==> config.mk <==
export PLATFORM = sky130hd
export DESIGN_NAME = pixel_wr_burst
export DESIGN_NICKNAME = d
export VERILOG_FILES = /design/src/rtl/pixel_wr_burst.sv
export SDC_FILE = /design/constraint.sdc
export NUM_CORES = 2
export LEC_CHECK = 0
export CAP_MARGIN = 20
export CORE_ASPECT_RATIO = 2
export CORE_MARGIN = 5
export CORE_UTILIZATION = 63
export DETAILED_ROUTE_END_ITERATION = 7
export DONT_BUFFER_PORTS = 1
export PLACE_DENSITY = 0.76
export SYNTH_ARGS = -nofsm -noshare
export SYNTH_HDL_FRONTEND = slang
export SYNTH_SLANG_ARGS = --single-unit
==> constraint.sdc <==
create_clock -name clk -period 7.9 [get_ports clk]
set_input_delay 0.79 -clock clk [delete_from_list [all_inputs] [get_ports clk]]
set_output_delay 0.79 -clock clk [all_outputs]
set_load 0.1 [all_outputs]
==> src/rtl/pixel_wr_burst.sv <==
// Packs RGB565 pixels four to a 64-bit beat, buffers them and writes a frame as fixed-length bursts.
// Define PIXEL_WR_BURST_DROP_CNT_EN to add the saturating drop_cnt output.
`timescale 1ns/1ps
module pixel_wr_burst #(
    parameter int                BURST_LEN   = 16,
    parameter int                FIFO_DEPTH  = 64,
    parameter int                ADDR_W      = 28,
    parameter logic [ADDR_W-1:0] BASE_ADDR   = '0,
    parameter int                FRAME_BEATS = 196608
) (
    input  logic              clk,
    input  logic              rst,
    input  logic              frame_start,
    input  logic [15:0]       wr_pixel,
    input  logic              wr_pixel_en,
    output logic              wr_burst_req,
    output logic [ADDR_W-1:0] wr_burst_addr,
    output logic [7:0]        wr_burst_len,
    input  logic              wr_burst_ack,
    output logic [63:0]       wr_data,
    output logic              wr_data_valid,
    input  logic              wr_data_ready,
    output logic              frame_done,
    output logic              overflow
`ifdef PIXEL_WR_BURST_DROP_CNT_EN
    ,
    output logic [15:0]       drop_cnt
`endif
);

    localparam int PTR_W = $clog2(FIFO_DEPTH);
    localparam int CNT_W = $clog2(FIFO_DEPTH + 1);
    localparam int IB_W  = $clog2(FRAME_BEATS + 1);

    typedef enum logic [1:0] {
        S_IDLE,
        S_WAIT,
        S_REQ,
        S_DATA
    } state_t;

    state_t             state;
    logic [1:0]         lane;
    logic [47:0]        pack;
    logic [63:0]        beat;
    logic               beat_pend;
    logic [63:0]        mem [FIFO_DEPTH];
    logic [PTR_W-1:0]   wr_ptr;
    logic [PTR_W-1:0]   rd_ptr;
    logic [CNT_W-1:0]   fifo_cnt;
    logic [IB_W-1:0]    issued_beats;
    logic [IB_W-1:0]    remaining;
    logic [7:0]         need;
    logic [7:0]         beat_cnt;
    logic               pix_take;
    logic               full;
    logic               pop;
    logic               push;
    logic               drop;

    // A frame_start cycle aborts everything in flight, so it suppresses pushes, pops and drops.
    assign pix_take  = wr_pixel_en && (state != S_IDLE || frame_start);
    assign full      = (fifo_cnt == CNT_W'(FIFO_DEPTH));
    assign pop       = wr_data_valid && wr_data_ready && !frame_start;
    assign push      = beat_pend && (!full || pop) && !frame_start;
    assign drop      = beat_pend && full && !pop && !frame_start;
    assign remaining = IB_W'(FRAME_BEATS) - issued_beats;
    assign need      = (32'(remaining) < BURST_LEN) ? 8'(remaining) : 8'(BURST_LEN);
    assign wr_data   = wr_data_valid ? mem[rd_ptr] : '0;

    always_ff @(posedge clk or posedge rst) begin
        if (rst) begin
            lane      <= 2'd0;
            pack      <= '0;
            beat      <= '0;
            beat_pend <= 1'b0;
        end else begin
            beat_pend <= 1'b0;
            if (frame_start) begin
                lane <= pix_take ? 2'd1 : 2'd0;
                if (pix_take) begin
                    pack[15:0] <= wr_pixel;
                end
            end else if (pix_take) begin
                if (lane == 2'd3) begin
                    beat      <= {wr_pixel, pack};
                    beat_pend <= 1'b1;
                    lane      <= 2'd0;
                end else begin
                    pack[16*lane +: 16] <= wr_pixel;
                    lane                <= lane + 2'd1;
                end
            end
        end
    end

    always_ff @(posedge clk) begin
        if (push) begin
            mem[wr_ptr] <= beat;
        end
    end

    always_ff @(posedge clk or posedge rst) begin
        if (rst) begin
            wr_ptr   <= '0;
            rd_ptr   <= '0;
            fifo_cnt <= '0;
        end else if (frame_start) begin
            wr_ptr   <= '0;
            rd_ptr   <= '0;
            fifo_cnt <= '0;
        end else begin
            if (push) begin
                wr_ptr <= wr_ptr + PTR_W'(1);
            end
            if (pop) begin
                rd_ptr <= rd_ptr + PTR_W'(1);
            end
            fifo_cnt <= fifo_cnt + CNT_W'(push) - CNT_W'(pop);
        end
    end

    always_ff @(posedge clk or posedge rst) begin
        if (rst) begin
            overflow <= 1'b0;
        end else if (frame_start) begin
            overflow <= 1'b0;
        end else if (drop) begin
            overflow <= 1'b1;
        end
    end

`ifdef PIXEL_WR_BURST_DROP_CNT_EN
    always_ff @(posedge clk or posedge rst) begin
        if (rst) begin
            drop_cnt <= '0;
        end else if (frame_start) begin
            drop_cnt <= '0;
        end else if (drop && drop_cnt != 16'hFFFF) begin
            drop_cnt <= drop_cnt + 16'd1;
        end
    end
`endif

    // Data is only offered once the FIFO already holds the whole burst, so valid never stalls mid-burst.
    always_ff @(posedge clk or posedge rst) begin
        if (rst) begin
            state         <= S_IDLE;
            wr_burst_req  <= 1'b0;
            wr_burst_addr <= '0;
            wr_burst_len  <= '0;
            wr_data_valid <= 1'b0;
            beat_cnt      <= '0;
            issued_beats  <= '0;
            frame_done    <= 1'b0;
        end else begin
            frame_done <= 1'b0;
            if (frame_start) begin
                state         <= S_WAIT;
                wr_burst_req  <= 1'b0;
                wr_data_valid <= 1'b0;
                beat_cnt      <= '0;
                issued_beats  <= '0;
            end else begin
                case (state)
                    S_IDLE: ;
                    S_WAIT: begin
                        if (need != 8'd0 && 32'(fifo_cnt) >= 32'(need)) begin
                            wr_burst_addr <= BASE_ADDR + (ADDR_W'(issued_beats) << 3);
                            wr_burst_len  <= need;
                            wr_burst_req  <= 1'b1;
                            state         <= S_REQ;
                        end
                    end
                    S_REQ: begin
                        if (wr_burst_ack) begin
                            wr_burst_req  <= 1'b0;
                            beat_cnt      <= wr_burst_len;
                            wr_data_valid <= 1'b1;
                            state         <= S_DATA;
                        end
                    end
                    S_DATA: begin
                        if (pop) begin
                            beat_cnt     <= beat_cnt - 8'd1;
                            issued_beats <= issued_beats + IB_W'(1);
                            if (beat_cnt == 8'd1) begin
                                wr_data_valid <= 1'b0;
                                if (issued_beats == IB_W'(FRAME_BEATS - 1)) begin
                                    frame_done <= 1'b1;
                                    state      <= S_IDLE;
                                end else begin
                                    state <= S_WAIT;
                                end
                            end
                        end
                    end
                    default: state <= S_IDLE;
                endcase
            end
        end
    end

endmodule

==> impl_metrics.csv <==
group,metric,value,unit
flow_run,max-cap-violations,0,
synth,synth_top_cell_by_area,"edfxtp_1",
setup_path,crit_family,"multiplexers",
cells_and_area,synthToLayoutAreaGrowth,11.4,%
global_routing,antenna_found_initial,21,
sta,worstMarginPinSlew,1270,ps
placed_design,place_area,171000,um2
outcome,status,"completed",
synth,synth_area_leaders,"edfxtp_1, mux4_2, dfrtp_1",
floorplanning,initial_core_util,63.1,%
synth,ys_types,60,
global_routing,overflow,0,
synth,netlist_area,164000,um2
routing,avgRoutedWirePerCell,42.8,um
placed_design,hpwl,223000,um
cells_and_area,fin_cells,10864,
placed_design,place.gp.congestion,0.838,
synth,syn_area_per_cell,24.1,um2
sta,finalCriticalPeriod,6130,ps
routing,num_vias,79733,
floorplanning,fp.coreArea,260000,um2
synth,synth_edf_count,4096,
setup_path,rr_startpoint,"issued_beats[0]",
setup_path,cp_cell_sequence,"buf_4 -> buf_4 -> mux4_2 -> mux4_2 -> mux2i_1 -> o22ai_2 -> buf_4",
routing,avgViaCountPerCell,7.34,
setup_path,worst_setup_path_end_kind,"output port",
synth,synthArstFlopShare,4.48,%
global_routing,grt.total_usage,34.8,%
cts,path_clk_slew,70,ps
cts,cts_tree,"done",
cts,root_buffer,"clkbuf_16",
synth,synth_fa_ha_area_share,0.211,%
sta,drv_slew,0,
setup_path,path_class,"register to output port",
floorplanning,die_height,731,um
synth,ys_seq_elements,4288,
setup_path,slowest_delay,1080,ps
setup_path,r2r-end,"wr_burst_addr[18]",
synth,synth_ff_type,"edfxtp_1",
routing,routed_wl,465000,um
setup_path,crit_top_cell,"buf_4",
sta,finalCritPeriodShare,77.5,%
cts,cts_htree_levels,5,
hold_path,hold_path_class,"input port to register",
power_and_ir_drop,max-vdd-ir-drop,0.213,mV
setup_path,critPathBufInv,3,
sta,hold_viol,0,
routing,ant_nets,0,
cts,clock_path_buffers,4,
placed_design,dp_worst_setup_slack,2550,ps
power_and_ir_drop,power.density,284,nW/um2
hold_path,hold_end,"beat[54]",
cts,cts_sinks,4288,
cells_and_area,layout_commonest_cell,"edfxtp_1",
floorplanning,dieArea,271000,um2
setup_path,reg2reg_setup_slack,2470,ps
cells_and_area,fin_area,183000,um2
floorplanning,die_w,371,um
sta,rsz0062_at_grt,"false",
routing,drc,0,
synth,synth-simple-area-share,0.995,%
synth,synth.area.mux_share,19.0,%
sta,holdWs,30.5,ps
cells_and_area,nets,7121,
setup_path,crit_required,7110,ps
sta,fin_setup_tns,0,ps
cells_and_area,finalCoreUtilization,70.3,%
global_routing,grt_pass1_vias,82958,
cells_and_area,final_cell_mix,"edfxtp_1, mux4_2, clkbuf_16, buf_4, dfrtp_1",
synth,synth_top_family_by_area,"multiplexers",
cells_and_area,drive_above_1_share,30.9,%
routing,drtIter0Drc,13300,
floorplanning,rows,265,
global_routing,grt_pass1_wl,647000,um
cts,cts_made_buffers,345,
power_and_ir_drop,power.total,52.0,mW
sta,setup_viol,0,
sta,relSlewSlack,15.2,%
routing,firstDrtPassIters,7,
setup_path,worst-r2r-cell-count,16,
synth,synth_compound_area_share,0.733,%
setup_path,critical_path.max_fanout,30,
setup_path,cpMaxStageDelayCell,"dfrtp_4",
cts,clock_latency,920,ps
synth,synth_xor_xnor_area_share,0.155,%
sta,fmax,163,MHz
power_and_ir_drop,p_leak,56.8,nW
synth,synth_warnings,0,
placed_design,dp_cells,10174,
hold_path,min_path_cells,1,
hold_path,hold_start,"wr_pixel[6]",
sta,worst_slack,1770,ps
sta,finalClockSkew,62.1,ps
synth,syn-instance-count,6816,
setup_path,cp-start-kind,"register",
synth,netlist.area_leader.share,75.0,%
synth,synth-seq-area-share,78.0,%
floorplanning,ioPinCount,126,
placed_design,io_buffer_count,0,
setup_path,cp_data_arrival_time,5340,ps
global_routing,grt_max_degree,144,
cell usage after synthesis, types with 11 or more instances:
| library cell | number |
|---|---|
| mux2_2 | 65 |
| o22ai_1 | 64 |
| clkbuf_1 | 267 |
| or3_1 | 11 |
| o21ai_0 | 75 |
| nand4_1 | 12 |
| dfrtp_1 | 192 |
| buf_1 | 91 |
| xnor2_1 | 14 |
| edfxtp_1 | 4096 |
| mux2i_1 | 132 |
| buf_2 | 12 |
| xor2_1 | 15 |
| nor3_1 | 16 |
| inv_1 | 24 |
| nor2_1 | 132 |
| buf_4 | 11 |
| a21oi_1 | 29 |
| mux2_1 | 18 |
| ha_1 | 26 |
| nand3_1 | 13 |
| nand2_1 | 134 |
| mux4_2 | 1280 |
kinds of logic (layout without fill, tap and decap cells):
group / count (synthesis) / in the layout
AO/OA/AOI/OAI: 205 / 205
XOR/XNOR: 29 / 29
adder cells (fa/ha/maj): 27 / 27
buffers and inverters: 409 / 933
flip-flops: 4288 / 4288
multiplexers: 1495 / 1495
other: 2 / 55
AND/OR/NAND/NOR: 361 / 361
area by class of cell:
class,count,area (um2)
antenna,43,108
clock buffer,438,9370
clock inverter,187,1890
fill,14357,77300
inverter,24,97.6
multi-input combinational,2129,35700
sequential,4288,128000
tap,3471,4340
timing repair buffer,284,3360
flip-flops by register name, indices dropped and copies added, names as in the netlist:
signal / flops
beat_pend: 1
beat_cnt: 8
overflow: 1
wr_burst_len: 8
mem: 4096
lane: 2
state: 2
frame_done: 1
pack: 48
wr_ptr: 6
wr_data_valid: 1
wr_burst_req: 1
wr_burst_addr: 18
fifo_cnt: 7
beat: 64
rd_ptr: 6
issued_beats: 18
power breakdown:
| group | internal [mW] | switching [mW] |
|---|---|---|
| Sequential | 26.9 | 0.480 |
| Clock | 9.59 | 7.98 |
| Combinational | 2.43 | 4.60 |
| Total | 38.9 | 13.1 |
how the worst max path moves through the flow:
stage	start	endpoint	slack (ps)	depth (start not counted)
floorplan	rst	beat[0]	1880	1
detailed placement	issued_beats[0]	wr_burst_addr[18]	2550	16
CTS	rd_ptr[0]	wr_data[35]	1750	7
global route	rd_ptr[0]	wr_data[35]	1610	7
finish	rd_ptr[0]	wr_data[35]	1770	7
global placement	issued_beats[0]	wr_burst_addr[15]	2340	16
routing by layer:
metal | vias to the layer above | track usage, % | wire length [um]
met4 | 4 | 21.6 | 37200
met1 | 41597 | 41.6 | 135000
met5 | - | 0 | 27
li1 | 29607 | - | -
met3 | 1688 | 8.23 | 57600
met2 | 6837 | 57.9 | 236000
timing repair:
item / in CTS / in global routing
hold buffers: 19 / 0
gates resized for setup: 0 / 0
hold endpoints to repair: 156 / 0
buffers inserted: 0 / 0
Power figures use the tool's default switching activity.
